<file path="config.mk">
export PLATFORM = sky130hd
export DESIGN_NAME = cacheline_arbiter
export DESIGN_NICKNAME = d
export VERILOG_FILES = /design/src/rtl/cacheline_arbiter.sv
export SDC_FILE = /design/constraint.sdc
export NUM_CORES = 1
export LEC_CHECK = 0
export CAP_MARGIN = 20
export CORE_AREA = 4 4 540 542
export CTS_BUF_LIST = sky130_fd_sc_hd__clkbuf_4
export DETAILED_ROUTE_END_ITERATION = 7
export DIE_AREA = 0 0 544 546
export GPL_ROUTABILITY_DRIVEN = 1
export SLEW_MARGIN = 40
export SYNTH_ARGS = -nofsm -noshare
export SYNTH_HDL_FRONTEND = slang
export SYNTH_SLANG_ARGS = --single-unit
</file>
<file path="constraint.sdc">
create_clock -name clk -period 1.9 [get_ports clk]
set_input_delay 0.38 -clock clk [delete_from_list [all_inputs] [get_ports clk]]
set_output_delay 0.38 -clock clk [all_outputs]
set_load 0.02 [all_outputs]
</file>
<file path="src/rtl/cacheline_arbiter.sv">
`default_nettype none
// ============================================================================
// Module      : cacheline_arbiter
// Description : Round-robin arbiter merging I-side and D-side cacheline
//               requests onto a single physical memory port.
// Revision    : 1.0 - initial release
// ============================================================================
module cacheline_arbiter #(
    parameter int ADDR_WIDTH = 32,
    parameter int LINE_WIDTH = 256
) (
    input  logic                  clk,
    input  logic                  rst,
    input  logic [ADDR_WIDTH-1:0] i_address,
    input  logic                  i_read,
    output logic [LINE_WIDTH-1:0] i_rdata,
    output logic                  i_resp,
    input  logic [ADDR_WIDTH-1:0] d_address,
    input  logic                  d_read,
    input  logic                  d_write,
    input  logic [LINE_WIDTH-1:0] d_wdata,
    output logic [LINE_WIDTH-1:0] d_rdata,
    output logic                  d_resp,
    output logic [ADDR_WIDTH-1:0] pmem_address,
    output logic                  pmem_read,
    output logic                  pmem_write,
    output logic [LINE_WIDTH-1:0] pmem_wdata,
    input  logic [LINE_WIDTH-1:0] pmem_rdata,
    input  logic                  pmem_resp
);

    typedef enum logic [1:0] {
        ST_IDLE    = 2'd0,
        ST_SERVE_I = 2'd1,
        ST_SERVE_D = 2'd2
    } state_t;

    state_t                r_state;
    state_t                w_state_next;
    logic                  r_last_grant_d;
    logic [ADDR_WIDTH-1:0] r_lat_addr;
    logic [LINE_WIDTH-1:0] r_lat_wdata;
    logic                  r_lat_read;
    logic                  r_lat_write;

    logic                  w_d_req;
    logic                  w_grant_i;
    logic                  w_grant_d;
    logic                  w_busy;

    assign w_d_req = d_read | d_write;

    always_comb begin
        w_state_next = r_state;
        w_grant_i    = 1'b0;
        w_grant_d    = 1'b0;
        case (r_state)
            ST_IDLE: begin
                // On a conflict the side that was not served last wins.
                if (i_read && w_d_req) begin
                    if (r_last_grant_d) w_grant_i = 1'b1;
                    else                w_grant_d = 1'b1;
                end else if (i_read) begin
                    w_grant_i = 1'b1;
                end else if (w_d_req) begin
                    w_grant_d = 1'b1;
                end
                if (w_grant_i) w_state_next = ST_SERVE_I;
                if (w_grant_d) w_state_next = ST_SERVE_D;
            end
            ST_SERVE_I: if (pmem_resp) w_state_next = ST_IDLE;
            ST_SERVE_D: if (pmem_resp) w_state_next = ST_IDLE;
            default:    w_state_next = ST_IDLE;
        endcase
    end

    always_ff @(posedge clk) begin
        if (rst) begin
            r_state        <= ST_IDLE;
            r_last_grant_d <= 1'b0;
            r_lat_addr     <= '0;
            r_lat_wdata    <= '0;
            r_lat_read     <= 1'b0;
            r_lat_write    <= 1'b0;
        end else begin
            r_state <= w_state_next;
            if (w_grant_i) begin
                r_lat_addr  <= i_address;
                r_lat_wdata <= '0;
                r_lat_read  <= 1'b1;
                r_lat_write <= 1'b0;
            end else if (w_grant_d) begin
                // A simultaneous read and write is treated as a write.
                r_lat_addr  <= d_address;
                r_lat_wdata <= d_wdata;
                r_lat_read  <= ~d_write;
                r_lat_write <= d_write;
            end
            if (pmem_resp && r_state == ST_SERVE_I) r_last_grant_d <= 1'b0;
            if (pmem_resp && r_state == ST_SERVE_D) r_last_grant_d <= 1'b1;
        end
    end

    assign w_busy       = (r_state == ST_SERVE_I) || (r_state == ST_SERVE_D);
    assign pmem_address = r_lat_addr;
    assign pmem_wdata   = r_lat_wdata;
    assign pmem_read    = w_busy & r_lat_read;
    assign pmem_write   = w_busy & r_lat_write;

    assign i_resp  = (r_state == ST_SERVE_I) & pmem_resp;
    assign d_resp  = (r_state == ST_SERVE_D) & pmem_resp;
    assign i_rdata = i_resp ? pmem_rdata : '0;
    assign d_rdata = d_resp ? pmem_rdata : '0;

endmodule
`default_nettype wire

</file>
# After elaboration in Yosys (flattened, before gate mapping)
# Index checks and enable logic that the tools add are counted.
# word_totals
latch_bits	0
mem_count	0
out_inout_bits	804
mem_bits_rw	0
inputBits	582
register_bits	293
elab_cells	49
rom_bits	0
# op_classes
reduce_logical	10
addsub	0
bitwise_logic	6
n_mux	23
mul	0
shifts	0
n_lt_le_gt_ge	0
div	0
eq_ne	4
# op_table
cell	count
256-bit two-way mux	2
32-bit two-way mux	2
1-bit two-way mux	15
2-bit two-way mux	3
1-bit AND	4
2-bit one-hot mux with 2 select lines	1
2-bit nonzero test	2
2-bit OR reduction	2
1-bit logical AND	3
3-bit by 1-bit != test with 1-bit output (second input constant)	1
2-bit by 1-bit == test with 1-bit output (second input constant)	1
2-bit == test (second input constant)	1
2-bit zero test	1
2-bit by 1-bit != test with 1-bit output (second input constant)	1
2-bit AND reduction	1
1-bit logical OR	1
1-bit NOT	1
1-bit OR	1

# Logic depth before layout (Yosys ltp)
# logic_depth
depth_word	8
mapped_depth	8
depth_no_buf	5

# Worst setup path before layout
# Ideal clock, no wire load.
# synth_timing
kind	register -> register
from	register r_state[0]
to	register r_state[1]
period_less_slack_ps	1826
setup_time_ps	121
path_buffers	2
path_stages_with_launch	8
t_arrival_ps	1706
slack_ps	74
required_ps	1779
path_cell_list	dfxtp_1 > inv_1 > ha_1 > buf_2 > inv_2 > clkbuf_1 > o41ai_1 > mux2_2
# synth_between
elab_chain_len	4
word_cells_on_any_way	8
cone_classes	4 x eq/ne; 1 x mux; 3 x reduce/logical
# synth_rtl
item	line	rtl
start, declared	38	state_t r_state;
start signal, assigned	86	r_state <= w_state_next;
2-bit by 1-bit == test with 1-bit output or 2-bit == test (tied branches)	57	case (r_state)
2-bit OR reduction (no source line)	-	
2-bit by 1-bit != test with 1-bit output (no source line)	-	
2-bit AND reduction (no source line)	-	
# Several ways; a longest one is shown, not always the timed one.
# A chain may end at the register's enable or synchronous reset.

# Final worst setup path
# layout_timing
from	register r_state[1]
to	output port i_rdata[53]
# layout_between
elab_chain_len	3
# layout_rtl
item	line	rtl
2-bit by 1-bit == test with 1-bit output	110	assign i_resp = (r_state == ST_SERVE_I) & pmem_resp;
1-bit AND	110	
256-bit two-way mux	112	assign i_rdata = i_resp ? pmem_rdata : '0;
end, declared	16	output logic [LINE_WIDTH-1:0] i_rdata,
# No other way between the ends.

==> impl_metrics.json <==
{
  "crit_fanout": 10,
  "dr.pass1.iters": 6,
  "finalHoldViolations": 0,
  "reg2reg_slack_ps": -170,
  "die-area_sq_mm": 0.297,
  "grt_start_max_net_pins": 49,
  "gr-usage-met3": 0.130,
  "grt_usage": 0.169,
  "vias_per_cell": 3.28,
  "setup_viol": 1001,
  "clockBufferDepth": 3,
  "relSlewSlack": 0.589,
  "pwr-share-clk": 0.181,
  "synth_cell_type_count": 27,
  "cpPeakStageDelay_ps": 360,
  "htreeDepth": 3,
  "synth_edf_count": 0,
  "grt_util_met1": 0.157,
  "gr-usage-met2": 0.278,
  "status": "finished, violations left",
  "path_depth": 8,
  "hold_depth": 3,
  "pwr_density_cell_mw_per_mm2": 844,
  "rsz0062_at_grt": "yes",
  "drc": 0,
  "rr_endpoint": "pmem_wdata[213]$_SDFFE_PP0P_",
  "total_power_mw": 35.7,
  "violations": "setup timing",
  "synth_top_flop_cell": "dfxtp_1",
  "finish.net_count": 4407,
  "fin_ws_ps": -962,
  "worst_pin_slew_ps": 615,
  "synth_cells": 2012,
  "switching_power_mw": 16.6,
  "dpl.hpwl_microns": 235000,
  "cts_tree": "yes",
  "crit_family": "buffers and inverters",
  "synth_seq_cells": 293,
  "skew_ps": 91.5,
  "end_kind": "output port",
  "pwr-share-comb": 0.598,
  "ant_nets": 0,
  "portBuffers": 1385,
  "num_rows": 197,
  "slew_viol_final": 0,
  "crit_buf_inv": 6,
  "syn-num-nets": 2597,
  "setup.worst_path.start": "r_state[1]$_SDFFE_PP0P_",
  "grt_pass1_vias": 24900,
  "crit_end": "i_rdata[53]",
  "worstPathCellList": "inv_2 -> ha_4 -> buf_12 -> buf_12 -> buf_16 -> clkbuf_16 -> and3_1 -> buf_12",
  "die_height_microns": 546,
  "drt_iter0_drc": 1935,
  "arrival_ps": 2480,
  "drive_gt1_frac": 0.324,
  "reg2reg_from": "r_state[1]$_SDFFE_PP0P_",
  "avgRoutedWirePerCell_microns": 34.4,
  "p_seq_frac": 0.221,
  "busiest_layer": "met2",
  "layout_common_cells": "703 x clkdlybuf4s50_1, 436 x buf_4, 362 x and3_1",
  "clk_latency_ps": 1000,
  "required_ps": 1520,
  "critPathKind": "reg -> out",
  "synthesis.area_sq_mm": 0.0149,
  "final_cell_area_sq_mm": 0.0423,
  "cpMaxStageDelayCell": "dfxtp_2",
  "fin_cells": 7732,
  "areaGrowthSynthToFinish_pct": 184,
  "worstSetupStartpointType": "flip-flop",
  "gr-total-overflow": 0,
  "ff2ff_path_depth": 10,
  "ios": 1386,
  "intPower_mw": 19.1,
  "netSwitchingFraction": 0.465,
  "cts_made_buffers": 88,
  "fmax_mhz": 349,
  "antenna_found_initial": 210,
  "routed-via-count": 25400,
  "postLayoutCoreUtil": 0.148,
  "holdCritPathClass": "in -> reg",
  "layout_commonest_cell": "clkdlybuf4s50_1",
  "maxCapViolCount": 0,
  "synth-warning-count": 0,
  "cts-root-buf": "clkbuf_4",
  "syn_area_per_cell_sq_um": 7.41,
  "crit_top_cell": "buf_12",
  "cts.sinks": 293,
  "place_area_sq_mm": 0.0366,
  "period_share": 1.51,
  "synthArstFlopShare": 0,
  "dp.cells": 7160,
  "die_w_microns": 544,
  "fin_crit_ps": 2860,
  "grt_pass1_wl_microns": 315000,
  "start_util": 0.0520,
  "gp_congestion": 1.01,
  "power_leakage_nw": 17.1,
  "synth_seq_area_share": 0.393,
  "clkTransAtPathRegs_ps": 80,
  "wl_microns": 266000,
  "ir_drop_v": 0.000521,
  "core_area_sq_mm": 0.287
}
==> flip-flops by register name, summed over array words and instances, names as in the netlist <==
name,count
pmem_wdata,256
pmem_address,32
r_state,2
r_last_grant_d,1
r_lat_read,1
r_lat_write,1
==> cell usage after synthesis (2+ instances only) <==
cell type,number,share of area
a21oi_1,259,0.087
a31oi_1,32,0.013
and2_1,4,0.0017
and3_1,512,0.21
buf_1,5,0.0013
buf_2,40,0.013
buf_4,3,0.0015
clkbuf_1,232,0.058
dfxtp_1,293,0.39
ha_1,3,0.0025
inv_1,4,0.0010
nand2_1,34,0.0086
nand3_1,289,0.097
nand4_1,32,0.013
nor2_1,2,0.00050
o21ai_0,257,0.086
==> power by group through the flow <==
stage	clock network, mW	registers (mW)	logic (mW)
6_report	6.48	7.90	21.4
5_1_grt	7.02	8.01	22.7
4_1_cts	6.78	7.89	21.5
3_5_place_dp	0	8.00	19.5
3_3_place_gp	0	7.95	19.6
2_1_floorplan	0	9.17	5.62
==> cell families after synthesis <==
family                   after synthesis  share of synthesized area
adder cells (fa/ha/maj)                3                    0.00252
flip-flops                           293                      0.393
AO/OA/AOI/OAI                        555                      0.191
buffers and inverters                285                     0.0758
multiplexers                           1                   0.000755
AND/OR/NAND/NOR                      875                      0.337
==> per-layer routing <==
metal  vias up  wire length, microns
li1      11100                     -
met1     12100                 87000
met2      1630                120000
met3       524                 44900
met4        82                 12900
met5         -                   521
==> cell type report <==
| class | count | area, sq um |
|---|---|---|
| Inverter | 5 | 26.3 |
| Sequential cell | 293 | 5870 |
| Multi-Input combinational cell | 1434 | 8740 |
| Antenna cell | 68 | 170 |
| Tap cell | 3781 | 4730 |
| Clock buffer | 123 | 923 |
| Timing Repair Buffer | 2000 | 21700 |
| Clock inverter | 28 | 159 |
| Fill cell | 32500 | 245000 |
==> metrics by stage <==
stage	setup WS (ps)	setup TNS [ps]	hold WS [ps]
floorplan	73.6	0	449
global placement	-552	-131360	452
detailed placement	-558	-139720	460
CTS	-1150	-628870	1.02
global route	-1150	-668830	50.2
finish	-962	-503030	122
==> worst min-delay path by stage <==
stage	from	endpoint	slack [ps]
CTS	d_wdata[250]	pmem_wdata[250]$_SDFFE_PP0P_	1
finish	d_address[20]	pmem_address[20]$_SDFFE_PP0P_	120
floorplan	r_lat_write$_SDFFE_PP0P_	r_lat_write$_SDFFE_PP0P_	450
global placement	r_lat_write$_SDFFE_PP0P_	r_lat_write$_SDFFE_PP0P_	450
global route	d_address[20]	pmem_address[20]$_SDFFE_PP0P_	50
detailed placement	pmem_address[18]$_SDFFE_PP0P_	pmem_address[18]$_SDFFE_PP0P_	460
==> what timing repair did <==
action,in CTS,in global routing
endpoints found under the setup margin,810,1047
gates cloned,16,4
endpoints found under the hold margin,289,0
setup buffers,23,2
hold buffers,315,0
pin swaps,10,1
gates resized for setup,1024,188
==> worst reg2reg max path, delay by kind of cell, from the launching register on <==
kind / cells / cell delay (ps)
AOI/OAI and AO/OA: 2 / 380
adders and majority gates: 1 / 200
buffers and inverters: 7 / 1060
DFF: 1 / 360
No activity file was read; power rests on OpenSTA's default activity.
